## config.mk

```make
export PLATFORM = sky130hd
export DESIGN_NAME = kernel_attention_score_accum
export DESIGN_NICKNAME = d
export VERILOG_FILES = /design/src/rtl/kernel_attention_score_accum.sv
export SDC_FILE = /design/constraint.sdc
export NUM_CORES = 1
export LEC_CHECK = 0
export CORE_MARGIN = 1
export CORE_UTILIZATION = 45
export CTS_CLUSTER_SIZE = 16
export DETAILED_ROUTE_END_ITERATION = 8
export PLACE_DENSITY = 0.6
export SYNTH_ARGS = -nofsm -noshare
export SYNTH_HDL_FRONTEND = slang
export SYNTH_SLANG_ARGS = --single-unit
```

## constraint.sdc

```tcl
create_clock -name clk -period 13.8 [get_ports clk]
set_input_delay 2.76 -clock clk [delete_from_list [all_inputs] [get_ports clk]]
set_output_delay 2.76 -clock clk [all_outputs]
set_load 0.05 [all_outputs]
```

## src/rtl/kernel_attention_score_accum.sv

```systemverilog
// kernel_attention_score_accum
// Sums one row of unsigned products (one Q.K dot product) and scales the sum
// by a right shift. It then saturates the result and queues it, tagged with a
// row index and a beat count, in a 2-entry FIFO for the softmax stage.
module kernel_attention_score_accum #(
    parameter int PROD_WIDTH = 16,
    parameter int MAX_LEN    = 64,
    parameter int LEN_WIDTH  = 7,
    parameter int ACC_WIDTH  = 22,
    parameter int SHIFT      = 3,
    parameter int OUT_WIDTH  = 16,
    parameter int ROW_WIDTH  = 8
) (
    input  logic                  clk,
    input  logic                  reset,
    input  logic                  in_valid,
    output logic                  in_ready,
    input  logic [PROD_WIDTH-1:0] in_prod,
    input  logic                  in_last,
    output logic                  out_valid,
    input  logic                  out_ready,
    output logic [OUT_WIDTH-1:0]  out_data,
    output logic [ROW_WIDTH-1:0]  out_row,
    output logic [LEN_WIDTH-1:0]  out_len,
    output logic                  len_err
);

    typedef enum logic {
        ST_IDLE  = 1'b0,
        ST_ACCUM = 1'b1
    } state_t;

    localparam logic [ACC_WIDTH-1:0] SAT_MAX =
        {{(ACC_WIDTH-OUT_WIDTH){1'b0}}, {OUT_WIDTH{1'b1}}};

    state_t                 r_state;
    state_t                 w_state_nxt;
    logic [ACC_WIDTH-1:0]   r_acc;
    logic [LEN_WIDTH-1:0]   r_cnt;
    logic [ROW_WIDTH-1:0]   r_row;
    logic                   r_len_err;

    logic [OUT_WIDTH-1:0]   r_mem_data [2];
    logic [ROW_WIDTH-1:0]   r_mem_row  [2];
    logic [LEN_WIDTH-1:0]   r_mem_len  [2];
    logic                   r_wr_ptr;
    logic                   r_rd_ptr;
    logic [1:0]             r_count;
    logic [OUT_WIDTH-1:0]   r_hold_data;
    logic [ROW_WIDTH-1:0]   r_hold_row;
    logic [LEN_WIDTH-1:0]   r_hold_len;

    logic                   w_accept;
    logic                   w_first;
    logic [LEN_WIDTH-1:0]   w_cnt_inc;
    logic [ACC_WIDTH-1:0]   w_sum;
    logic [ACC_WIDTH-1:0]   w_scaled;
    logic [OUT_WIDTH-1:0]   w_sat;
    logic                   w_close;
    logic                   w_force;
    logic                   w_push;
    logic                   w_pop;

    // Ready depends only on the FIFO fill state; held low while in reset
    assign in_ready  = !reset && (r_count != 2'd2);
    assign out_valid = (r_count != 2'd0);
    assign w_pop     = out_valid && out_ready;
    assign len_err   = r_len_err;

    // Empty FIFO shows the last popped head, so outputs hold after a drain
    assign out_data = out_valid ? r_mem_data[r_rd_ptr] : r_hold_data;
    assign out_row  = out_valid ? r_mem_row[r_rd_ptr]  : r_hold_row;
    assign out_len  = out_valid ? r_mem_len[r_rd_ptr]  : r_hold_len;

    // FSM state register
    always_ff @(posedge clk or posedge reset) begin
        if (reset) r_state <= ST_IDLE;
        else       r_state <= w_state_nxt;
    end

    // Next state, running sum, row close detection and saturation
    always_comb begin
        w_state_nxt = r_state;
        w_accept    = in_valid && in_ready;
        w_first     = (r_state == ST_IDLE);
        w_cnt_inc   = w_first ? LEN_WIDTH'(1) : r_cnt + 1'b1;
        w_sum       = (w_first ? '0 : r_acc) + ACC_WIDTH'(in_prod);
        w_close     = w_accept && (in_last || (w_cnt_inc == LEN_WIDTH'(MAX_LEN)));
        w_force     = w_close && !in_last;
        w_push      = w_close;
        w_scaled    = w_sum >> SHIFT;
        w_sat       = (w_scaled > SAT_MAX) ? '1 : w_scaled[OUT_WIDTH-1:0];
        if (w_accept)
            w_state_nxt = w_close ? ST_IDLE : ST_ACCUM;
    end

    // Accumulator and beat counter; cleared when a row closes
    always_ff @(posedge clk or posedge reset) begin
        if (reset) begin
            r_acc <= '0;
            r_cnt <= '0;
        end else if (w_accept) begin
            if (w_close) begin
                r_acc <= '0;
                r_cnt <= '0;
            end else begin
                r_acc <= w_sum;
                r_cnt <= w_cnt_inc;
            end
        end
    end

    // Sticky overlength flag, set when a row is force-closed at MAX_LEN
    always_ff @(posedge clk or posedge reset) begin
        if (reset)        r_len_err <= 1'b0;
        else if (w_force) r_len_err <= 1'b1;
    end

    // Result FIFO storage, pointers, fill count and row counter
    always_ff @(posedge clk or posedge reset) begin
        if (reset) begin
            for (int unsigned i = 0; i < 2; i++) begin
                r_mem_data[i] <= '0;
                r_mem_row[i]  <= '0;
                r_mem_len[i]  <= '0;
            end
            r_wr_ptr    <= 1'b0;
            r_rd_ptr    <= 1'b0;
            r_count     <= '0;
            r_row       <= '0;
            r_hold_data <= '0;
            r_hold_row  <= '0;
            r_hold_len  <= '0;
        end else begin
            if (w_push) begin
                r_mem_data[r_wr_ptr] <= w_sat;
                r_mem_row[r_wr_ptr]  <= r_row;
                r_mem_len[r_wr_ptr]  <= w_cnt_inc;
                r_wr_ptr             <= ~r_wr_ptr;
                r_row                <= r_row + 1'b1;
            end
            if (w_pop) begin
                r_rd_ptr    <= ~r_rd_ptr;
                r_hold_data <= r_mem_data[r_rd_ptr];
                r_hold_row  <= r_mem_row[r_rd_ptr];
                r_hold_len  <= r_mem_len[r_rd_ptr];
            end
            case ({w_push, w_pop})
                2'b10:   r_count <= r_count + 1'b1;
                2'b01:   r_count <= r_count - 1'b1;
                default: r_count <= r_count;
            endcase
        end
    end

endmodule
```

==> summary.txt <==
Worst EP required: 11.04 ns
RR Endpoint: r_mem_data[10]
CP delay by family, top: buffers and inverters
power per cell area: 248 nW/um2
synthesized cell area: 7110 um2
Yosys warnings: 0
max-slew violation count: 0
fin crit period: 7.54 ns
clock-pin slew on the worst setup and hold paths: 0.06 ns
Placed Area: 7790 um2
via count: 5462
r2r setup slk: 10.27 ns
Worst path slowest cell: clkdlybuf4s50_1
critical path class: in -> out
Tot GR Track Use: 20.7%
worst skew pair latency: 0.42 ns
Worst Max-Slew Pin Slew: 1.24 ns
CTS tree: done
CP max FO: 78
layout cells sized above 1: 9.07%
row cnt: 45
critical-path cell list: clkdlybuf4s50_1 > inv_6 > o21a_1 > clkdlybuf4s50_1
most frequent cells in the layout: 136 x dfrtp_1, 81 x nand2_1, 74 x nor2_1, 54 x clkdlybuf4s50_1, 51 x o21ai_0
Worst Setup Start Kind: input port
FF+latch count, synth: 136
Slew HR: 17.4%
HP Class: reg -> reg
Worst setup EP type: output pin
WP buf/inv: 3
Setup WS pre-CTS: 6.21 ns
Post-Route WL: 15500 um
die area: 16300 um2
status: completed
# diodes: 0
share of synthesized registers carrying an async set or reset: 100%
post_cts resized: 0
CTS buffer count: 17
antenna viol nets, final: 0
routability cong.: 0.829
final-stage net count: 812
critical path's largest stage delay: 0.79 ns
CP most frequent cell: clkdlybuf4s50_1
max_cap viols: 0
number of remaining DRC errors: 0
Hold Violations, Final: 0
Crit Reg-Reg Startpoint: r_state
port bufs: 54
Die W: 128 um
Area Growth Syn to Fin: 17.4%
sequential share of the synthesized area: 47.9%
CP startpoint: reset
Die Y: 128 um
total gr overflow: 0
DR WL/cell: 15.6 um
most common cell after layout, fill and taps aside: dfrtp_1
Max Clk Rate: 133 MHz
dpl hpwl: 10300 um
Final Cycle Share: 54.7%
Mean Syn Cell Area: 9.68 um2
Critical Path AT: 4.78 ns
clk buf depth: 2
CTS sink count: 136
Mapped Cells: 735
CTS root buf: clkbuf_16
Netlist cell types: 59
Initial Utilization: 46.4%
Hold Buf Count CTS: 0
Pre-antenna DRT Iters: 5
initial antenna violation count: 0
CP endpoint: in_ready
ys flop type: dfrtp_1
TNS Setup: 0 ns
final setup vio count: 0
first-pass GRT wire length: 26200 um
Post-CTS Setup Bufs: 0
Critical Path Stages: 4
post-DR vias/cell: 5.49
Core Region: 15300 um2
CTS H-tree depth: 4
clk_skew: 0.00745 ns
P_leak: 3.65 nW
worst reg-to-reg path cell count: 11
RSZ-0062 raised after global routing: no
Worst VDD drop: 0.000124 V
DRT iter0 DRCs: 351
final worst setup slack: 6.26 ns
largest net degree at the start of global routing: 79
I/O pins: 55
final instance area: 8350 um2
EDFF count, synth: 0
vias in the first global route: 5139
syn_nets: 776
final cells by class:
class | count | area [um2]
clock buffers | 24 | 492
clock inverters | 7 | 68.8
fillers | 1375 | 6970
inverters | 20 | 80.1
multi-input cells | 534 | 3440
flip-flops and latches | 136 | 3400
well taps | 211 | 264
repair buffers | 62 | 601
sequential cells by signal, indices dropped and copies added (netlist names):
name / flops
r_acc: 22
r_hold_len: 7
r_hold_data: 16
r_count: 2
r_hold_row: 8
len_err: 1
r_rd_ptr: 1
r_mem_len: 14
r_cnt: 7
r_wr_ptr: 1
r_state: 1
r_mem_data: 32
r_mem_row: 16
r_row: 8
Yosys cell counts, types with 3 or more instances:
library cell	count	area [um2]
a211o_1	3	26.3
a21o_1	4	30.0
a21oi_1	45	225
a31oi_1	40	250
and2_1	20	125
and4_1	4	35.0
buf_2	5	25.0
buf_6	4	45.0
clkbuf_1	32	120
dfrtp_1	136	3400
ha_1	19	238
inv_1	20	75.1
mux2_2	20	225
mux2i_1	33	330
nand2_1	82	308
nand3_1	24	120
nor2_1	74	278
nor3_1	5	25.0
o211ai_1	6	45.0
o21a_1	5	37.5
o21ai_0	51	255
o21ai_1	4	20.0
o31ai_1	21	158
xnor2_1	16	140
xor2_1	14	123
metrics by stage:
| step | instances | hold slack [ns] | power [mW] | utilization, % |
|---|---|---|---|---|
| detailed placement | 963 | 0.458 | 1.65 | 50.9 |
| global placement | 963 | 0.453 | 1.63 | 50.9 |
| CTS | 994 | 0.470 | 2.09 | 54.5 |
| global route | 994 | 0.498 | 2.21 | 54.5 |
| finish | 994 | 0.468 | 2.07 | 54.5 |
| floorplan | 735 | 0.440 | 1.36 | - |
tightest hold or removal path, stage by stage, from the launching register on:
cell and delay (ns):
dfrtp_1 0.33, nand2_1 0.05, o31ai_1 0.05
cell families (layout without fill, tap and decap cells):
| family | count (synthesis) | in the layout | share of synthesized area, % |
|---|---|---|---|
| simple gates | 224 | 224 | 14.1 |
| buf+inv | 65 | 113 | 4.05 |
| xor+xnor | 30 | 30 | 3.69 |
| flops | 136 | 136 | 47.9 |
| compound gates | 206 | 206 | 18.7 |
| fa+ha+maj | 20 | 20 | 3.62 |
| mux | 54 | 54 | 7.97 |
per-layer routing:
metal | GRT usage (%) | wire length (um) | vias to the layer above
met5 | 0 | 0 | -
met4 | 6.92 | 219 | 0
met3 | 4.42 | 614 | 17
met2 | 29.5 | 6660 | 119
met1 | 31.0 | 7990 | 2633
li1 | - | - | 2693
power breakdown:
group          switching [mW]  internal [mW]  leakage [nW]  total, mW
combinational           0.665          0.349          1.66       1.01
sequential             0.0877          0.542          1.72      0.630
clock                   0.164          0.265         0.272      0.429
total                   0.917           1.16          3.65       2.07
worst min-delay path by stage:
| stage | from | end | slack [ns] | depth (start not counted) |
|---|---|---|---|---|
| after detailed placement | r_acc[6] | r_acc[6] | 0.46 | 2 |
| after floorplan | r_acc[2] | r_acc[2] | 0.44 | 2 |
| after CTS | r_acc[6] | r_acc[6] | 0.47 | 2 |
| final | r_acc[6] | r_acc[6] | 0.47 | 2 |
| after global routing | r_hold_data[9] | r_hold_data[9] | 0.50 | 2 |
| after global placement | r_acc[11] | r_acc[11] | 0.45 | 2 |
Power figures use the tool's default switching activity.
